**config.mk**
```make
export PLATFORM = sky130hd
export DESIGN_NAME = key_input_ctrl_flat
export DESIGN_NICKNAME = d
export VERILOG_FILES = /design/src/rtl/key_input_ctrl_if.sv /design/src/rtl/key_input_ctrl.sv /design/src/flat_wrapper.sv
export SDC_FILE = /design/constraint.sdc
export NUM_CORES = 1
export LEC_CHECK = 0
export ABC_AREA = 1
export CORE_UTILIZATION = 30
export CTS_BUF_LIST = sky130_fd_sc_hd__clkbuf_16
export CTS_CLUSTER_DIAMETER = 150
export CTS_CLUSTER_SIZE = 10
export DETAILED_ROUTE_END_ITERATION = 16
export SYNTH_ARGS = -nofsm -noshare
export SYNTH_HDL_FRONTEND = slang
export SYNTH_SLANG_ARGS = --single-unit
```
**constraint.sdc**
```tcl
create_clock -name clk -period 2.6 [get_ports clk]
set_clock_uncertainty 0.05 [all_clocks]
set_input_delay 0.39 -clock clk [delete_from_list [all_inputs] [get_ports clk]]
set_output_delay 0.39 -clock clk [all_outputs]
set_load 0.1 [all_outputs]
```
**src/rtl/key_input_ctrl_if.sv**
```systemverilog
// Raw push-button inputs and the conditioned control outputs of the clock front-end.
interface key_input_ctrl_if;
    logic [3:0] KEY;
    logic       inc;
    logic       inc2;
    logic       sel;
    logic       clr;

    modport master (output KEY, input inc, inc2, sel, clr);
    modport slave  (input KEY, output inc, inc2, sel, clr);
endinterface

```
**src/rtl/key_input_ctrl.sv**
```systemverilog
// Push-button conditioner: sync + debounce per key, auto-repeat on inc/inc2,
// toggled select level and long-press clear.
module key_input_ctrl #(
    parameter int unsigned DEBOUNCE_CYCLES     = 500000,
    parameter int unsigned REPEAT_DELAY_CYCLES = 25000000,
    parameter int unsigned REPEAT_RATE_CYCLES  = 5000000,
    parameter int unsigned CLEAR_HOLD_CYCLES   = 100000000
) (
    input  logic         clk,
    input  logic         res,
    key_input_ctrl_if.slave kif
);
    localparam int unsigned NUM_KEYS = 4;
    localparam int unsigned RP_MAX   = (REPEAT_DELAY_CYCLES > REPEAT_RATE_CYCLES) ?
                                       REPEAT_DELAY_CYCLES : REPEAT_RATE_CYCLES;
    localparam int DB_W = (DEBOUNCE_CYCLES   > 1) ? $clog2(DEBOUNCE_CYCLES)   : 1;
    localparam int RP_W = (RP_MAX            > 1) ? $clog2(RP_MAX)            : 1;
    localparam int CL_W = (CLEAR_HOLD_CYCLES > 1) ? $clog2(CLEAR_HOLD_CYCLES) : 1;

    localparam logic [DB_W-1:0] DB_LAST = DB_W'(DEBOUNCE_CYCLES - 1);
    localparam logic [RP_W-1:0] RD_LAST = RP_W'(REPEAT_DELAY_CYCLES - 1);
    localparam logic [RP_W-1:0] RR_LAST = RP_W'(REPEAT_RATE_CYCLES - 1);
    localparam logic [CL_W-1:0] CL_LAST = CL_W'(CLEAR_HOLD_CYCLES - 1);

    typedef enum logic [1:0] {R_IDLE, R_DELAY, R_REPEAT} rep_state_t;
    typedef enum logic [1:0] {C_IDLE, C_HOLD, C_DONE}    clr_state_t;

    logic [NUM_KEYS-1:0] stable;
    logic [NUM_KEYS-1:0] stable_d;
    logic [NUM_KEYS-1:0] press;
    logic [1:0]          rep_pulse;
    logic                clr_fire;

    // Released level is 1 everywhere, so a key held through reset re-debounces as a new press.
    for (genvar k = 0; k < NUM_KEYS; k++) begin : g_key
        logic            sy1, sy2, stab, stab_d;
        logic [DB_W-1:0] cnt;

        always_ff @(posedge clk) begin
            if (res) begin
                sy1    <= 1'b1;
                sy2    <= 1'b1;
                stab   <= 1'b1;
                stab_d <= 1'b1;
                cnt    <= '0;
            end else begin
                sy1    <= kif.KEY[k];
                sy2    <= sy1;
                stab_d <= stab;
                if (sy2 == stab) begin
                    cnt <= '0;
                end else if (cnt == DB_LAST) begin
                    stab <= sy2;
                    cnt  <= '0;
                end else begin
                    cnt <= cnt + 1'b1;
                end
            end
        end

        assign stable[k]   = stab;
        assign stable_d[k] = stab_d;
    end

    assign press = stable_d & ~stable;

    // Clear fires this edge; repeat pulses landing on the same edge are masked.
    clr_state_t      cst;
    logic [CL_W-1:0] ctmr;
    logic            clr_q;

    assign clr_fire = (cst == C_HOLD) && !stable[3] && (ctmr == CL_LAST);

    always_ff @(posedge clk) begin
        if (res) begin
            cst   <= C_IDLE;
            ctmr  <= '0;
            clr_q <= 1'b0;
        end else begin
            clr_q <= 1'b0;
            case (cst)
                C_IDLE: if (press[3]) begin
                    cst  <= C_HOLD;
                    ctmr <= '0;
                end
                C_HOLD: if (stable[3]) begin
                    cst  <= C_IDLE;
                    ctmr <= '0;
                end else if (ctmr == CL_LAST) begin
                    cst   <= C_DONE;
                    ctmr  <= '0;
                    clr_q <= 1'b1;
                end else begin
                    ctmr <= ctmr + 1'b1;
                end
                C_DONE: if (stable[3]) cst <= C_IDLE;
                default: cst <= C_IDLE;
            endcase
        end
    end

    for (genvar r = 0; r < 2; r++) begin : g_rep
        rep_state_t      st;
        logic [RP_W-1:0] tmr;
        logic            pulse;

        always_ff @(posedge clk) begin
            if (res) begin
                st    <= R_IDLE;
                tmr   <= '0;
                pulse <= 1'b0;
            end else begin
                pulse <= 1'b0;
                case (st)
                    R_IDLE: if (press[r]) begin
                        pulse <= ~clr_fire;
                        tmr   <= '0;
                        st    <= R_DELAY;
                    end
                    R_DELAY: if (stable[r]) begin
                        st  <= R_IDLE;
                        tmr <= '0;
                    end else if (tmr == RD_LAST) begin
                        pulse <= ~clr_fire;
                        tmr   <= '0;
                        st    <= R_REPEAT;
                    end else begin
                        tmr <= tmr + 1'b1;
                    end
                    R_REPEAT: if (stable[r]) begin
                        st  <= R_IDLE;
                        tmr <= '0;
                    end else if (tmr == RR_LAST) begin
                        pulse <= ~clr_fire;
                        tmr   <= '0;
                    end else begin
                        tmr <= tmr + 1'b1;
                    end
                    default: st <= R_IDLE;
                endcase
            end
        end

        assign rep_pulse[r] = pulse;
    end

    logic sel_q;
    always_ff @(posedge clk) begin
        if (res)           sel_q <= 1'b0;
        else if (press[2]) sel_q <= ~sel_q;
    end

    assign kif.inc  = rep_pulse[0];
    assign kif.inc2 = rep_pulse[1];
    assign kif.sel  = sel_q;
    assign kif.clr  = clr_q;
endmodule

```
**src/flat_wrapper.sv**
```systemverilog
// flat-port wrapper written by rule: the top's interface ports become plain ports
module key_input_ctrl_flat 
#(
    parameter int unsigned DEBOUNCE_CYCLES     = 500000,
    parameter int unsigned REPEAT_DELAY_CYCLES = 25000000,
    parameter int unsigned REPEAT_RATE_CYCLES  = 5000000,
    parameter int unsigned CLEAR_HOLD_CYCLES   = 100000000
)
  (clk, res, kif_KEY, kif_inc, kif_inc2, kif_sel, kif_clr);
  key_input_ctrl_if kif_i ();
  input  logic clk;
  input  logic res;
  input wire logic [$bits(kif_i.KEY)-1:0] kif_KEY;
  output wire logic [$bits(kif_i.inc)-1:0] kif_inc;
  output wire logic [$bits(kif_i.inc2)-1:0] kif_inc2;
  output wire logic [$bits(kif_i.sel)-1:0] kif_sel;
  output wire logic [$bits(kif_i.clr)-1:0] kif_clr;
  assign kif_i.KEY = kif_KEY;
  assign kif_inc = kif_i.inc;
  assign kif_inc2 = kif_i.inc2;
  assign kif_sel = kif_i.sel;
  assign kif_clr = kif_i.clr;
  key_input_ctrl #(.DEBOUNCE_CYCLES(DEBOUNCE_CYCLES), .REPEAT_DELAY_CYCLES(REPEAT_DELAY_CYCLES), .REPEAT_RATE_CYCLES(REPEAT_RATE_CYCLES), .CLEAR_HOLD_CYCLES(CLEAR_HOLD_CYCLES)) u_core (.clk(clk), .res(res), .kif(kif_i));
endmodule
```
# After elaboration in Yosys (flattened, before gate mapping)

Index checks and enable logic that the tools add are counted.

Reduce and logical (&&, ||, !) cells: 24
Bitwise gates (word level): 9
Muxes and demuxes: 44
Add/sub/neg operators: 7
Eq/ne operators: 28

Operators with widths:

| cell                  | count |
|---|---|
| $mux 25               | 10 |
| $pmux 25 s3           | 2 |
| $mux 27               | 3 |
| $add 19x1->19 const B | 4 |
| $eq 19x19->1 const B  | 4 |
| $pmux 27 s2           | 1 |
| $add 25x1->25 const B | 2 |
| $eq 25x23->1 const B  | 2 |
| $eq 25x25->1 const B  | 2 |
| $add 27x1->27 const B | 1 |
| $eq 27x27->1 const B  | 1 |
| $mux 2                | 12 |
| $pmux 2 s3            | 3 |
| $reduce_or 3->1       | 5 |
| $reduce_and 2->1      | 7 |
| $ne 2x1->1 const B    | 6 |
| $mux 1                | 11 |
| $reduce_and 3->1      | 3 |
| $not 1->1             | 7 |
| $eq 2x1->1 const B    | 3 |
| $eq 2x2->1 const B    | 3 |
| $logic_not 2->1       | 3 |
| $ne 3x1->1 const B    | 2 |
| $pmux 1 s3            | 2 |
| 8 further kinds       | 13 |

Output and inout bits: 4
Flip-flop bits (word level): 179
Input bits: 6
Logic and storage cells: 142

# Longest topological paths before layout

Depth after elaboration: 7
Depth in mapped cells: 11
Depth with buffers taken out: 11

# Least setup slack after synthesis

OpenSTA, ideal clock, no wires.

Path kind: flip-flop to flip-flop
From: register u_core.g_rep[0].st[0]
To: register u_core.g_rep[0].tmr[10]
Library setup time: 0.130 ns
Slack: 0.996 ns
Required time: 2.420 ns
Buffers on the path: 2
Arrival: 1.424 ns
Period minus slack after synthesis: 1.604 ns
Cell stages (with the launch flop): 7
Cell sequence: dfxtp_1 inv_1 ha_1 a21oi_4 buf_2 clkbuf_1 a21oi_1

Longest elaborated chain between the ends: 3
Elaborated cells between the ends (all ways): 7
Classes of those cells: eq/ne (3); mux (1); reduce/logical (3)

RTL lines:

| what                                                             | line                  | source |
|---|---|---|
| from (decl)                                                      | key_input_ctrl.sv:103 | `rep_state_t st;` |
| from (signal assigned)                                           | key_input_ctrl.sv:109 | `st <= R_IDLE;` |
| from (signal assigned)                                           | key_input_ctrl.sv:118 | `st <= R_DELAY;` |
| from (signal assigned)                                           | key_input_ctrl.sv:121 | `st <= R_IDLE;` |
| $eq 2x1->1, or another cell as far along                         | key_input_ctrl.sv:114 | `case (st)` |
| $reduce_bool 3->1 (no source line) or $ne 2x1->1 (tied branches) | -                     |  |
| $reduce_and 2->1 (no source line)                                | -                     |  |
| to (signal assigned)                                             | key_input_ctrl.sv:128 | `tmr <= tmr + 1'b1;` |
| to (signal assigned)                                             | key_input_ctrl.sv:137 | `tmr <= tmr + 1'b1;` |
| to (decl)                                                        | key_input_ctrl.sv:104 | `logic [RP_W-1:0] tmr;` |

Parallel ways exist; a longest one is shown, timed or not.
A chain may end at the register's enable or synchronous reset.

# Worst setup path after layout

From: register u_core.g_rep[1].st[0]
To: register u_core.g_rep[1].tmr[10]

Longest elaborated chain between the ends: 3
Elaborated cells between the ends (all ways): 7
Classes of those cells: eq/ne (3); mux (1); reduce/logical (3)

RTL lines:

| what                                                             | line |
|---|---|
| from (decl)                                                      | key_input_ctrl.sv:103 |
| from (signal assigned)                                           | key_input_ctrl.sv:109 |
| from (signal assigned)                                           | key_input_ctrl.sv:118 |
| from (signal assigned)                                           | key_input_ctrl.sv:121 |
| $eq 2x1->1, or another cell as far along                         | key_input_ctrl.sv:114 |
| $reduce_bool 3->1 (no source line) or $ne 2x1->1 (tied branches) | - |
| $reduce_and 2->1 (no source line)                                | - |
| to (signal assigned)                                             | key_input_ctrl.sv:128 |
| to (signal assigned)                                             | key_input_ctrl.sv:137 |
| to (decl)                                                        | key_input_ctrl.sv:104 |

Parallel ways exist; a longest one is shown, timed or not.

==> results summary <==
The routability congestion estimate from global placement is 0.890. The fraction of met3 tracks used by global routing is ~2.2%. For the worst-skew pair, the clock arrives at the later sink with an insertion delay of 0.44 ns.

The maximum buffer depth of the clock tree came out at 2. The estimated wirelength of the detail-placed design is around 15,000 microns. Post-CTS timing repair inserted 0 buffers for setup. Ranked by total cell area, the synthesized netlist is headed by sky130_fd_sc_hd__dfxtp_1 37%, sky130_fd_sc_hd__nand2_1 12%, sky130_fd_sc_hd__nor2_1 8.7%, sky130_fd_sc_hd__inv_1 6.3%, sky130_fd_sc_hd__nand3_1 5.7%. The die area came out at between 0.03 and 0.04 sq mm. The portion of the post-synthesis area used by sequential elements came out at ~37%.

The register bit total from synthesis is about 180. The height of the die is roughly 180 microns. The total via count after detailed routing came out at 8,643. The kind of end point of the critical path is a register. The number of search-and-repair iterations in the first detailed-routing pass came out at 5. The average routed wire per standard cell came out at around 11 microns. The dominant synthesized flop cell is sky130_fd_sc_hd__dfxtp_1. Derived from the worst setup path, the maximum achievable clock frequency is ~500 MHz. The count of input and output buffers came out at 9. The setup slack of the worst register-to-register path is ~0.59 ns. The number of nets in the synthesized netlist is roughly 1,500. The number of global-route vias before repair came out at approximately 8,200. The worst hold slack came out at 0.364 ns. Grouping stages by cell kind, the critical path spends the most delay in buffers and inverters. Counting I/O delays and the setup requirement, the final critical path takes about 2.0 ns. The worst setup path is launched from a register. The maximum number of pins on one net before global-route repair is 39. The count of synthesis-stage warnings from yosys came out at 0. The final non-filler cell total is about 1,900. Global routing consumed, over all layers together, a little over an eighth of the routing resources. The met2 track demand over resource came out at 22.2%. For this design the top-level I/O count stands at 10.

The post-synthesis instance area came out at 0.00970 sq mm. The horizontal extent of the die came out at between 150 and 200 microns. The number of synthesized flops with an enable pin came out at 0. The number of standard cells after synthesis came out at roughly 1,400.

The share of the synthesized area in the top cell type is a little under two fifths. The floorplan has 65 rows. The repair_antennas step left the layout with diodes totalling 0.

The layout net count came out at approximately 1,500. Setup repair after global routing left no endpoint under its margin. The power density relative to cell area came out at roughly 510 mW/mm^2. The clock transition time at the flip-flop clock pins of the worst setup and hold paths is ~0.08 ns. Yosys instantiated no cell more often than sky130_fd_sc_hd__nand2_1.

The number of pins with negative max-slew slack in the final report came out at 0. The wire length of the first global-routing pass is between 30,000 and 40,000 microns. The post-synthesis cell type with the largest combined area is sky130_fd_sc_hd__dfxtp_1. The number of distinct standard cells referenced by the synthesized netlist came out at 47.

From synthesis to final layout, the design area changed by 11.0%. The flow ran to the end, and the final reports show no timing, DRC or antenna violations. The number of antenna violations at the first check in global routing is 0. The count of final hold-check violations is 0. The number of endpoints failing setup at the final stage is 0. The placed instance count came out at between 1,500 and 2,000. The slowest stage of the critical path belongs to the cell sky130_fd_sc_hd__dfxtp_1. The floorplan step defined a core boundary enclosing ~0.032 sq mm. The post-placement worst setup slack is around 0.44 ns.

The global routing stage identified its most utilized layer as met2. The worst register-to-register path begins at u_core.g_rep[1].st[0]. The signal arrival time at the worst endpoint is about 2.3 ns. By count the netlist is led by 317 x sky130_fd_sc_hd__nand2_1, 225 x sky130_fd_sc_hd__nor2_1, 179 x sky130_fd_sc_hd__dfxtp_1, 164 x sky130_fd_sc_hd__inv_1, 110 x sky130_fd_sc_hd__nand3_1. The worst register-to-register path ends at u_core.g_rep[1].tmr[10]. The number of max-cap violations came out at 0.

The number of violations reported at the end of detailed-routing iteration 0 is around 590. Data on the critical path is required at its endpoint by about 2.9 ns. The largest fanout of any net on the critical path came out at 16.

The worst hold path belongs to the class reg -> reg. For this design, the sink count on the clock tree is 179. The effective utilization at floorplan is between 30% and 40%. TritonCTS created 17 clock buffers.

The actual slew at the worst max-slew pin is between 0.6 and 0.7 ns. Gates resized during post-CTS repair numbered 0. The worst reg2reg path depth is 9.

The vias per cell is between 4 and 5. Summed over all cells, the static leakage comes to around 0.0037 uW. The worst setup path is of the reg -> reg kind.

The largest stage delay on the critical path came out at roughly 0.38 ns. The maximum level of the CTS H-tree is 4. The total overflow reported by the global router is 0. For this run, the share of the core covered by cells in the final layout is roughly a third.

The layout cell share with drive strength beyond 1 came out at roughly 10%. The setup slack of the critical path after layout is roughly 0.59 ns. The aggregate negative setup slack is 0 ns. In this run the most critical hold path is launched from u_core.g_key[0].sy1. The number of buffers inserted by hold repair at cts is 0. The relative slew slack is between 50 and 60%. For hold timing, the worst endpoint is u_core.g_key[0].sy2. The post-synthesis async set-or-reset flop share is 0%. For met1 alone, demand over resource in global routing was 17.2%.

In the routed design, unresolved DRC markers number 0. The library cell used as clock root buffer is sky130_fd_sc_hd__clkbuf_16. Wires add up to 20,900 microns.

The mean area per synthesized cell is between 6 and 7 sq um. The worst-case IR drop observed on VDD is 0.421 mV. The CTS tree is done. The hold path depth is 1.

The worst path buffer plus inverter count is 3. The count of antenna-violating nets left after detailed routing is 0. Traced cell by cell, the critical path runs through inv_1 > ha_1 > nand2_1 > nand2_2 > inv_2 > buf_4 > nand3_1 > o211ai_1 > a21oi_2. The final critical-path share of the clock period came out at between 70% and 80%.
## per-stage QoR
step,power [uW],instance area [sq um]
after floorplan,2900,9700
final,5530,10800
after global placement,2930,10200
after detailed placement,2930,10200
after global routing,5750,10800
after CTS,5630,10800
## worst max path at each step
stage,end,cells after the start,start,slack (ns)
after floorplan,u_core.g_rep[0].tmr[10],6,u_core.g_rep[0].st[0],1.0
after detailed placement,u_core.g_key[1].cnt[16],9,res,0.44
after global routing,u_core.g_rep[0].tmr[10],10,u_core.g_rep[0].tmr[0],0.37
after CTS,u_core.g_rep[1].tmr[10],9,u_core.g_rep[1].st[0],0.57
after global placement,u_core.g_key[1].cnt[16],9,res,0.42
final,u_core.g_rep[1].tmr[10],9,u_core.g_rep[1].st[0],0.59
## cell families (layout without fill, tap and decap cells)
logic type,count (synthesis),count (layout),synth area share (%)
AOI/OAI and AO/OA,155,155,9.17
adders and majority gates,15,15,1.93
xor gates and xnor gates,40,40,3.61
and+or+nand+nor,846,846,39.7
DFF,179,179,36.9
buffers and inverters,199,220,8.59
## flip-flops by register name, summed over array words and instances, names as in the netlist
register             flops
u_core.cst               2
u_core.ctmr             27
u_core.g_key.cnt        76
u_core.g_key.stab        4
u_core.g_key.stab_d      4
u_core.g_key.sy1         4
u_core.g_key.sy2         4
u_core.g_rep.st          4
u_core.g_rep.tmr        50
u_core.kif.clr           1
u_core.kif.inc           1
u_core.kif.inc2          1
u_core.kif.sel           1
## placed cells by master, fill, tap and decap left out, types with 23 or more instances in the layout
cell / instances
sky130_fd_sc_hd__o21ai_0: 23
sky130_fd_sc_hd__dfxtp_1: 179
sky130_fd_sc_hd__nand2_1: 317
sky130_fd_sc_hd__nand3_1: 110
sky130_fd_sc_hd__nand4_1: 36
sky130_fd_sc_hd__nor2_1: 225
sky130_fd_sc_hd__xor2_1: 30
sky130_fd_sc_hd__a21oi_1: 92
sky130_fd_sc_hd__nor3_1: 58
sky130_fd_sc_hd__inv_1: 164
## cell type report
cell class / instances / area, sq um
clock buffers: 17 / 425
clock inverters: 15 / 190
fillers: 3418 / 21000
inverters: 171 / 642
multi-input cells: 1056 / 5280
flip-flops and latches: 179 / 3580
well taps: 402 / 503
repair buffers: 17 / 140
## layer usage
metal | wire length (microns) | up-vias
met5 | 0 | -
met4 | 241 | 0
met3 | 534 | 15
met2 | 9580 | 100
met1 | 10500 | 3884
li1 | - | 4644
## report_power, final
| part | internal, uW | switching, uW |
|---|---|---|
| Combinational | 30.3 | 80.4 |
| Clock | 1390 | 1280 |
| Sequential | 2750 | 6.40 |
| Total | 4170 | 1360 |
Note: power is estimated with default switching activity, not from simulation.
